## config.mk

```make
export PLATFORM = sky130hd
export DESIGN_NAME = rle_job_scheduler
export DESIGN_NICKNAME = d
export VERILOG_FILES = /design/src/rtl/rle_job_scheduler.sv
export SDC_FILE = /design/constraint.sdc
export NUM_CORES = 1
export LEC_CHECK = 0
export ABC_AREA = 1
export CORE_MARGIN = 2
export CORE_UTILIZATION = 55
export DETAILED_ROUTE_END_ITERATION = 16
export MAX_ROUTING_LAYER = met4
export PLACE_DENSITY = 0.79
export SLEW_MARGIN = 20
export SYNTH_ARGS = -nofsm -noshare
export SYNTH_HDL_FRONTEND = slang
export SYNTH_SLANG_ARGS = --single-unit
```

## constraint.sdc

```tcl
create_clock -name clk -period 7.8 [get_ports clk]
set_input_delay 0.78 -clock clk [delete_from_list [all_inputs] [get_ports clk]]
set_output_delay 0.78 -clock clk [all_outputs]
set_load 0.01 [all_outputs]
```

## src/rtl/rle_job_scheduler.sv

```systemverilog
// Job FIFO plus sequencer that runs queued RLE jobs one at a time on a single core
// and returns compressed size, latency and timeout status through a result handshake.
module rle_job_scheduler #(
  parameter int unsigned DEPTH        = 4,
  parameter int unsigned TAG_W        = 4,
  parameter int unsigned LAT_W        = 16,
  parameter int unsigned START_CYCLES = 2,
  parameter int unsigned GAP_CYCLES   = 10,
  parameter int unsigned TIMEOUT      = 4096
) (
  input  logic                       clk,
  input  logic                       nreset,
  input  logic                       job_valid,
  output logic                       job_ready,
  input  logic [31:0]                job_msg_addr,
  input  logic [31:0]                job_msg_size,
  input  logic [31:0]                job_rle_addr,
  input  logic [TAG_W-1:0]           job_tag,
  output logic                       rle_start,
  output logic [31:0]                rle_message_addr,
  output logic [31:0]                rle_message_size,
  output logic [31:0]                rle_rle_addr,
  input  logic [31:0]                rle_size,
  input  logic                       rle_done,
  output logic                       res_valid,
  input  logic                       res_ready,
  output logic [TAG_W-1:0]           res_tag,
  output logic [31:0]                res_rle_size,
  output logic [LAT_W-1:0]           res_latency,
  output logic                       res_timeout,
  output logic                       busy,
  output logic [$clog2(DEPTH+1)-1:0] queue_count
);

  localparam int unsigned CNT_W   = $clog2(DEPTH + 1);
  localparam int unsigned PTR_W   = (DEPTH > 1) ? $clog2(DEPTH) : 1;
  localparam int unsigned ENTRY_W = 96 + TAG_W;
  localparam int unsigned SC_W    = $clog2(START_CYCLES + 1);
  localparam int unsigned TO_W    = $clog2(TIMEOUT + 1);
  localparam int unsigned GAP_W   = (GAP_CYCLES > 0) ? $clog2(GAP_CYCLES + 1) : 1;

  typedef enum logic [1:0] {S_IDLE, S_LAUNCH, S_WAIT_DONE, S_RESULT} state_t;

  logic [ENTRY_W-1:0] mem_q [DEPTH];
  logic [PTR_W-1:0]   wr_ptr_q, rd_ptr_q;
  logic [CNT_W-1:0]   count_q;

  state_t             state_q;
  logic [GAP_W-1:0]   gap_q;
  logic [SC_W-1:0]    start_cnt_q;
  logic [TO_W-1:0]    wait_cnt_q;
  logic [LAT_W-1:0]   lat_q;
  logic               rle_start_q;
  logic [31:0]        msg_addr_q, msg_size_q, rle_addr_q;
  logic               res_valid_q, res_timeout_q;
  logic [TAG_W-1:0]   res_tag_q;
  logic [31:0]        res_rle_size_q;
  logic [LAT_W-1:0]   res_latency_q;

  logic               push_c, pop_c;
  logic [31:0]        head_msg_addr_c, head_msg_size_c, head_rle_addr_c;
  logic [TAG_W-1:0]   head_tag_c;
  logic [LAT_W-1:0]   lat_inc_c;

  assign job_ready = (count_q != CNT_W'(DEPTH));
  assign push_c    = job_valid && job_ready;
  // Head is only consumed when the sequencer is idle and the inter-job gap has elapsed.
  assign pop_c     = (state_q == S_IDLE) && (gap_q == '0) && (count_q != '0);
  assign {head_tag_c, head_rle_addr_c, head_msg_size_c, head_msg_addr_c} = mem_q[rd_ptr_q];
  assign lat_inc_c = (lat_q == '1) ? lat_q : lat_q + LAT_W'(1);

  // Job storage; contents need no reset since occupancy is tracked separately.
  always_ff @(posedge clk) begin
    if (push_c) mem_q[wr_ptr_q] <= {job_tag, job_rle_addr, job_msg_size, job_msg_addr};
  end

  always_ff @(posedge clk) begin
    if (!nreset) begin
      wr_ptr_q <= '0;
      rd_ptr_q <= '0;
      count_q  <= '0;
    end else begin
      if (push_c) wr_ptr_q <= wr_ptr_q + PTR_W'(1);
      if (pop_c)  rd_ptr_q <= rd_ptr_q + PTR_W'(1);
      case ({push_c, pop_c})
        2'b10:   count_q <= count_q + CNT_W'(1);
        2'b01:   count_q <= count_q - CNT_W'(1);
        default: count_q <= count_q;
      endcase
    end
  end

  always_ff @(posedge clk) begin
    if (!nreset) begin
      state_q        <= S_IDLE;
      gap_q          <= '0;
      start_cnt_q    <= '0;
      wait_cnt_q     <= '0;
      lat_q          <= '0;
      rle_start_q    <= 1'b0;
      msg_addr_q     <= '0;
      msg_size_q     <= '0;
      rle_addr_q     <= '0;
      res_valid_q    <= 1'b0;
      res_timeout_q  <= 1'b0;
      res_tag_q      <= '0;
      res_rle_size_q <= '0;
      res_latency_q  <= '0;
    end else begin
      case (state_q)
        S_IDLE: begin
          if (gap_q != '0) begin
            gap_q <= gap_q - GAP_W'(1);
          end else if (pop_c) begin
            msg_addr_q <= head_msg_addr_c;
            msg_size_q <= head_msg_size_c;
            rle_addr_q <= head_rle_addr_c;
            res_tag_q  <= head_tag_c;
            // Empty jobs never touch the core.
            if (head_msg_size_c == '0) begin
              res_valid_q    <= 1'b1;
              res_timeout_q  <= 1'b0;
              res_rle_size_q <= '0;
              res_latency_q  <= '0;
              state_q        <= S_RESULT;
            end else begin
              rle_start_q <= 1'b1;
              start_cnt_q <= '0;
              lat_q       <= LAT_W'(1);
              state_q     <= S_LAUNCH;
            end
          end
        end
        S_LAUNCH: begin
          lat_q <= lat_inc_c;
          if (start_cnt_q == SC_W'(START_CYCLES - 1)) begin
            rle_start_q <= 1'b0;
            wait_cnt_q  <= '0;
            state_q     <= S_WAIT_DONE;
          end else begin
            start_cnt_q <= start_cnt_q + SC_W'(1);
          end
        end
        S_WAIT_DONE: begin
          if (rle_done) begin
            res_valid_q    <= 1'b1;
            res_timeout_q  <= 1'b0;
            res_rle_size_q <= rle_size;
            res_latency_q  <= lat_q;
            state_q        <= S_RESULT;
          end else if (wait_cnt_q == TO_W'(TIMEOUT - 1)) begin
            res_valid_q    <= 1'b1;
            res_timeout_q  <= 1'b1;
            res_rle_size_q <= '0;
            res_latency_q  <= lat_q;
            state_q        <= S_RESULT;
          end else begin
            wait_cnt_q <= wait_cnt_q + TO_W'(1);
            lat_q      <= lat_inc_c;
          end
        end
        S_RESULT: begin
          if (res_ready) begin
            res_valid_q <= 1'b0;
            gap_q       <= GAP_W'(GAP_CYCLES);
            state_q     <= S_IDLE;
          end
        end
        default: state_q <= S_IDLE;
      endcase
    end
  end

  assign rle_start        = rle_start_q;
  assign rle_message_addr = msg_addr_q;
  assign rle_message_size = msg_size_q;
  assign rle_rle_addr     = rle_addr_q;
  assign res_valid        = res_valid_q;
  assign res_tag          = res_tag_q;
  assign res_rle_size     = res_rle_size_q;
  assign res_latency      = res_latency_q;
  assign res_timeout      = res_timeout_q;
  assign busy             = (state_q != S_IDLE) || (count_q != '0);
  assign queue_count      = count_q;

endmodule

```

==> flow_metrics.env <==
export IMPL_grt_first_pass_wirelength_um=85950
export IMPL_overflow=0
export IMPL_dp_cells=2907
export IMPL_synthArstFlopShare_pct=0
export IMPL_ir_drop_uv=217.9
export IMPL_fin_cells=3021
export IMPL_cts_root_buf="clkbuf_16"
export IMPL_cts_made_buffers=58
export IMPL_period_share_pct=47.88
export IMPL_wl_um=55450
export IMPL_hold_depth=1
export IMPL_worst_slew_pin_slew_ns=1.100
export IMPL_setup_tns_ns=0
export IMPL_critPathMostFrequentCell="nand2_1"
export IMPL_synth_compound_area_share_pct=9.993
export IMPL_met3WireLength_um=3955
export IMPL_maxSlewViolCount=0
export IMPL_reg2reg_slack_ns=4.07
export IMPL_grt_max_degree=109
export IMPL_yosysTopAreaCell="edfxtp_1"
export IMPL_skew_ns=0.02291
export IMPL_clk_latency_ns=0.61
export IMPL_fin_ws_ns=4.066
export IMPL_dp_hpwl_um=32310
export IMPL_syn_area_mm2=0.02307
export IMPL_reg2reg_depth=15
export IMPL_cts_hold_buf=0
export IMPL_hp_class="flop to flop"
export IMPL_critPathSlowestCell="dfxtp_4"
export IMPL_clkSinkCount=597
export IMPL_synthTopCellsByCount="edfxtp_1, nor2_1, nand2_1, o21ai_0, dfxtp_1"
export IMPL_layout_drive_gt1_share_pct=5.412
export IMPL_initial_core_util_pct=55.38
export IMPL_cts_setup_buffers=0
export IMPL_path_depth=15
export IMPL_routed_wl_met2_um=26910
export IMPL_yosys_warnings=0
export IMPL_critical_path_endpoint_type="flop"
export IMPL_final_nets=2580
export IMPL_min_from="wait_cnt_q[12]"
export IMPL_synth_cell_types=37
export IMPL_synth_xor_area_share_pct=0.3037
export IMPL_synth_edf_count=400
export IMPL_muxShareOfSynthArea_pct=0
export IMPL_synth_top_area_share_pct=52.06
export IMPL_fp_coreArea_mm2=0.04167
export IMPL_cts_tree="yes"
export IMPL_synth_adder_area_share_pct=0.8459
export IMPL_crit_path_max_fanout=93
export IMPL_final_hold_viol_count=0
export IMPL_clkTransAtPathRegs_ns=0.06
export IMPL_grt_total_usage_pct=25.65
export IMPL_firstDrtPassIters=5
export IMPL_crit_chain="inv_6 -> nand2_1 -> nand3_1 -> nand2_1 -> nand2_1 -> nor2_1 -> nand2_1 -> nor2_2 -> nand2_1 -> nand2_1 -> nand2_2 -> buf_4 -> nand2_1 -> nand2_1 -> nor2_1"
export IMPL_startpoint_type="flop"
export IMPL_die_y_um=208.8
export IMPL_status="finished, final reports clean"
export IMPL_drt_iter0_markers=1467
export IMPL_ant_nets=0
export IMPL_synth_seq_cells=597
export IMPL_io_pins=293
export IMPL_grt_pass1_vias=16450
export IMPL_period_minus_slack_ns=3.734
export IMPL_syn_nets=2339
export IMPL_rsz0062_at_grt="no"
export IMPL_cpPeakStageDelay_ns=0.81
export IMPL_synth_simple_area_share_pct=15.62
export IMPL_area_growth_pct=22.69
export IMPL_power_density_mw_per_mm2=361.3
export IMPL_rows=75
export IMPL_dpl_worst_slack_ns=4.096
export IMPL_die_x_um=208.8
export IMPL_globalplace_congestion=0.8757
export IMPL_crit_family="simple AND/OR/NAND/NOR gates"
export IMPL_synth_top_family_by_area="simple AND/OR/NAND/NOR gates"
export IMPL_dr_total_vias=16840
export IMPL_numPortBuffers=292
export IMPL_cts_resized=0
export IMPL_critPathKind="flop to flop"
export IMPL_r2r_end="res_rle_size[1]"
export IMPL_viasPerCell=5.574
export IMPL_maxSlewHeadroom_pct=26.60
export IMPL_max_cap_viol_count=0
export IMPL_cts_buffer_depth=3
export IMPL_h_tree_depth=2
export IMPL_synth_ff_type="edfxtp_1"
export IMPL_path_buf_inv=2
export IMPL_synth_cells=2187
export IMPL_yosys_cell_count_top_type="edfxtp_1"
export IMPL_wire_per_inst_um=18.35
export IMPL_setup_viol=0
export IMPL_hold_end="wait_cnt_q[12]"
export IMPL_cp_arrival_ns=4.26
export IMPL_drcViolationCount=0
export IMPL_p_leak_nw=10.32
export IMPL_cp_required_ns=8.33
export IMPL_die_area_mm2=0.04361
export IMPL_ys_top_cells_by_area="edfxtp_1, dfxtp_1, nor2_1"
export IMPL_antenna_found_initial=6
export IMPL_syn_avg_cell_area_um2=10.55
export IMPL_ys_seq_area_share_pct=69.15
export IMPL_max_freq_mhz=267.8
export IMPL_met1_length_um=23100
export IMPL_highest_layer="met4"
==> worst register-to-register path, cell delays in order, from the launching register on <==
cell     delay [ns]
dfxtp_4        0.81
inv_6          0.50
nand2_1        0.20
nand3_1        0.08
nand2_1        0.15
nand2_1        0.07
nor2_1         0.16
nand2_1        0.09
nor2_2         0.25
nand2_1        0.09
nand2_1        0.44
nand2_2        0.08
buf_4          0.35
nand2_1        0.21
nand2_1        0.07
nor2_1         0.12
==> where the power goes <==
| part | internal, mW | switching, mW |
|---|---|---|
| Combinational | 1.20 | 1.83 |
| Sequential | 3.96 | 0.360 |
| Clock | 1.70 | 1.17 |
==> per-layer routing <==
| layer | GRT usage [%] | vias up |
|---|---|---|
| li1 | - | 8000 |
| met1 | 32.90 | 8119 |
| met2 | 41.39 | 616 |
| met3 | 4.599 | 104 |
| met4 | 9.064 | 0 |
| met5 | - | - |
==> worst max path at each step <==
stage | from | endpoint | slack (ns)
2_1_floorplan | job_valid | mem_q[0][0] | 2.12
3_3_place_gp | job_valid | mem_q[2][79] | 4.22
3_5_place_dp | flop | res_rle_size[26] | 4.10
4_1_cts | flop | res_rle_size[26] | 4.07
5_1_grt | flop | res_rle_size[6] | 3.73
6_report | flop | res_rle_size[1] | 4.07
==> logic make-up after synthesis <==
kind of cell,after synthesis
fa+ha+maj,15
buf+inv,233
xor+xnor,8
simple gates,899
compound gates,435
flops,597
==> cells in the final DEF (no fill, tap or decap), types with 14 or more instances in the layout <==
cell type	n
nor2_1	380
edfxtp_1	400
clkbuf_16	59
ha_1	14
inv_1	101
nand2_1	361
dfxtp_1	195
clkdlybuf4s50_1	291
buf_4	18
nand3_1	119
a21oi_1	96
a31oi_1	72
o21ai_0	253
==> area by class of cell <==
| cell class | instances | area, um^2 |
|---|---|---|
| sequential | 597 | 15960 |
| timing repair buffer | 309 | 3048 |
| antenna | 6 | 15.01 |
| fill | 3000 | 13360 |
| clock inverter | 30 | 312.8 |
| clock buffer | 78 | 1678 |
| multi-input combinational | 1357 | 6217 |
| tap | 539 | 674.4 |
| inverter | 105 | 401.6 |
==> flip-flops by register name (all words and copies together), names as in the netlist, 3 cells and up, named ones only <==
name,count
res_rle_size,32
res_latency,16
rle_message_addr,32
queue_count,3
wait_cnt_q,13
rle_rle_addr,32
mem_q,400
rle_message_size,32
lat_q,16
gap_q,4
res_tag,4
==> metrics by stage <==
step	instance area [um^2]	util (%)	hold WS [ns]	power, mW
CTS	28290	67.90	0.4589	10.27
global route	28310	67.95	0.4731	10.77
detailed placement	26300	63.12	0.4486	7.386
floorplan	23070	-	0.4121	6.095
finish	28310	67.95	0.4594	10.23
global placement	26300	63.12	0.4338	7.282
Power figures use the tool's default switching activity.
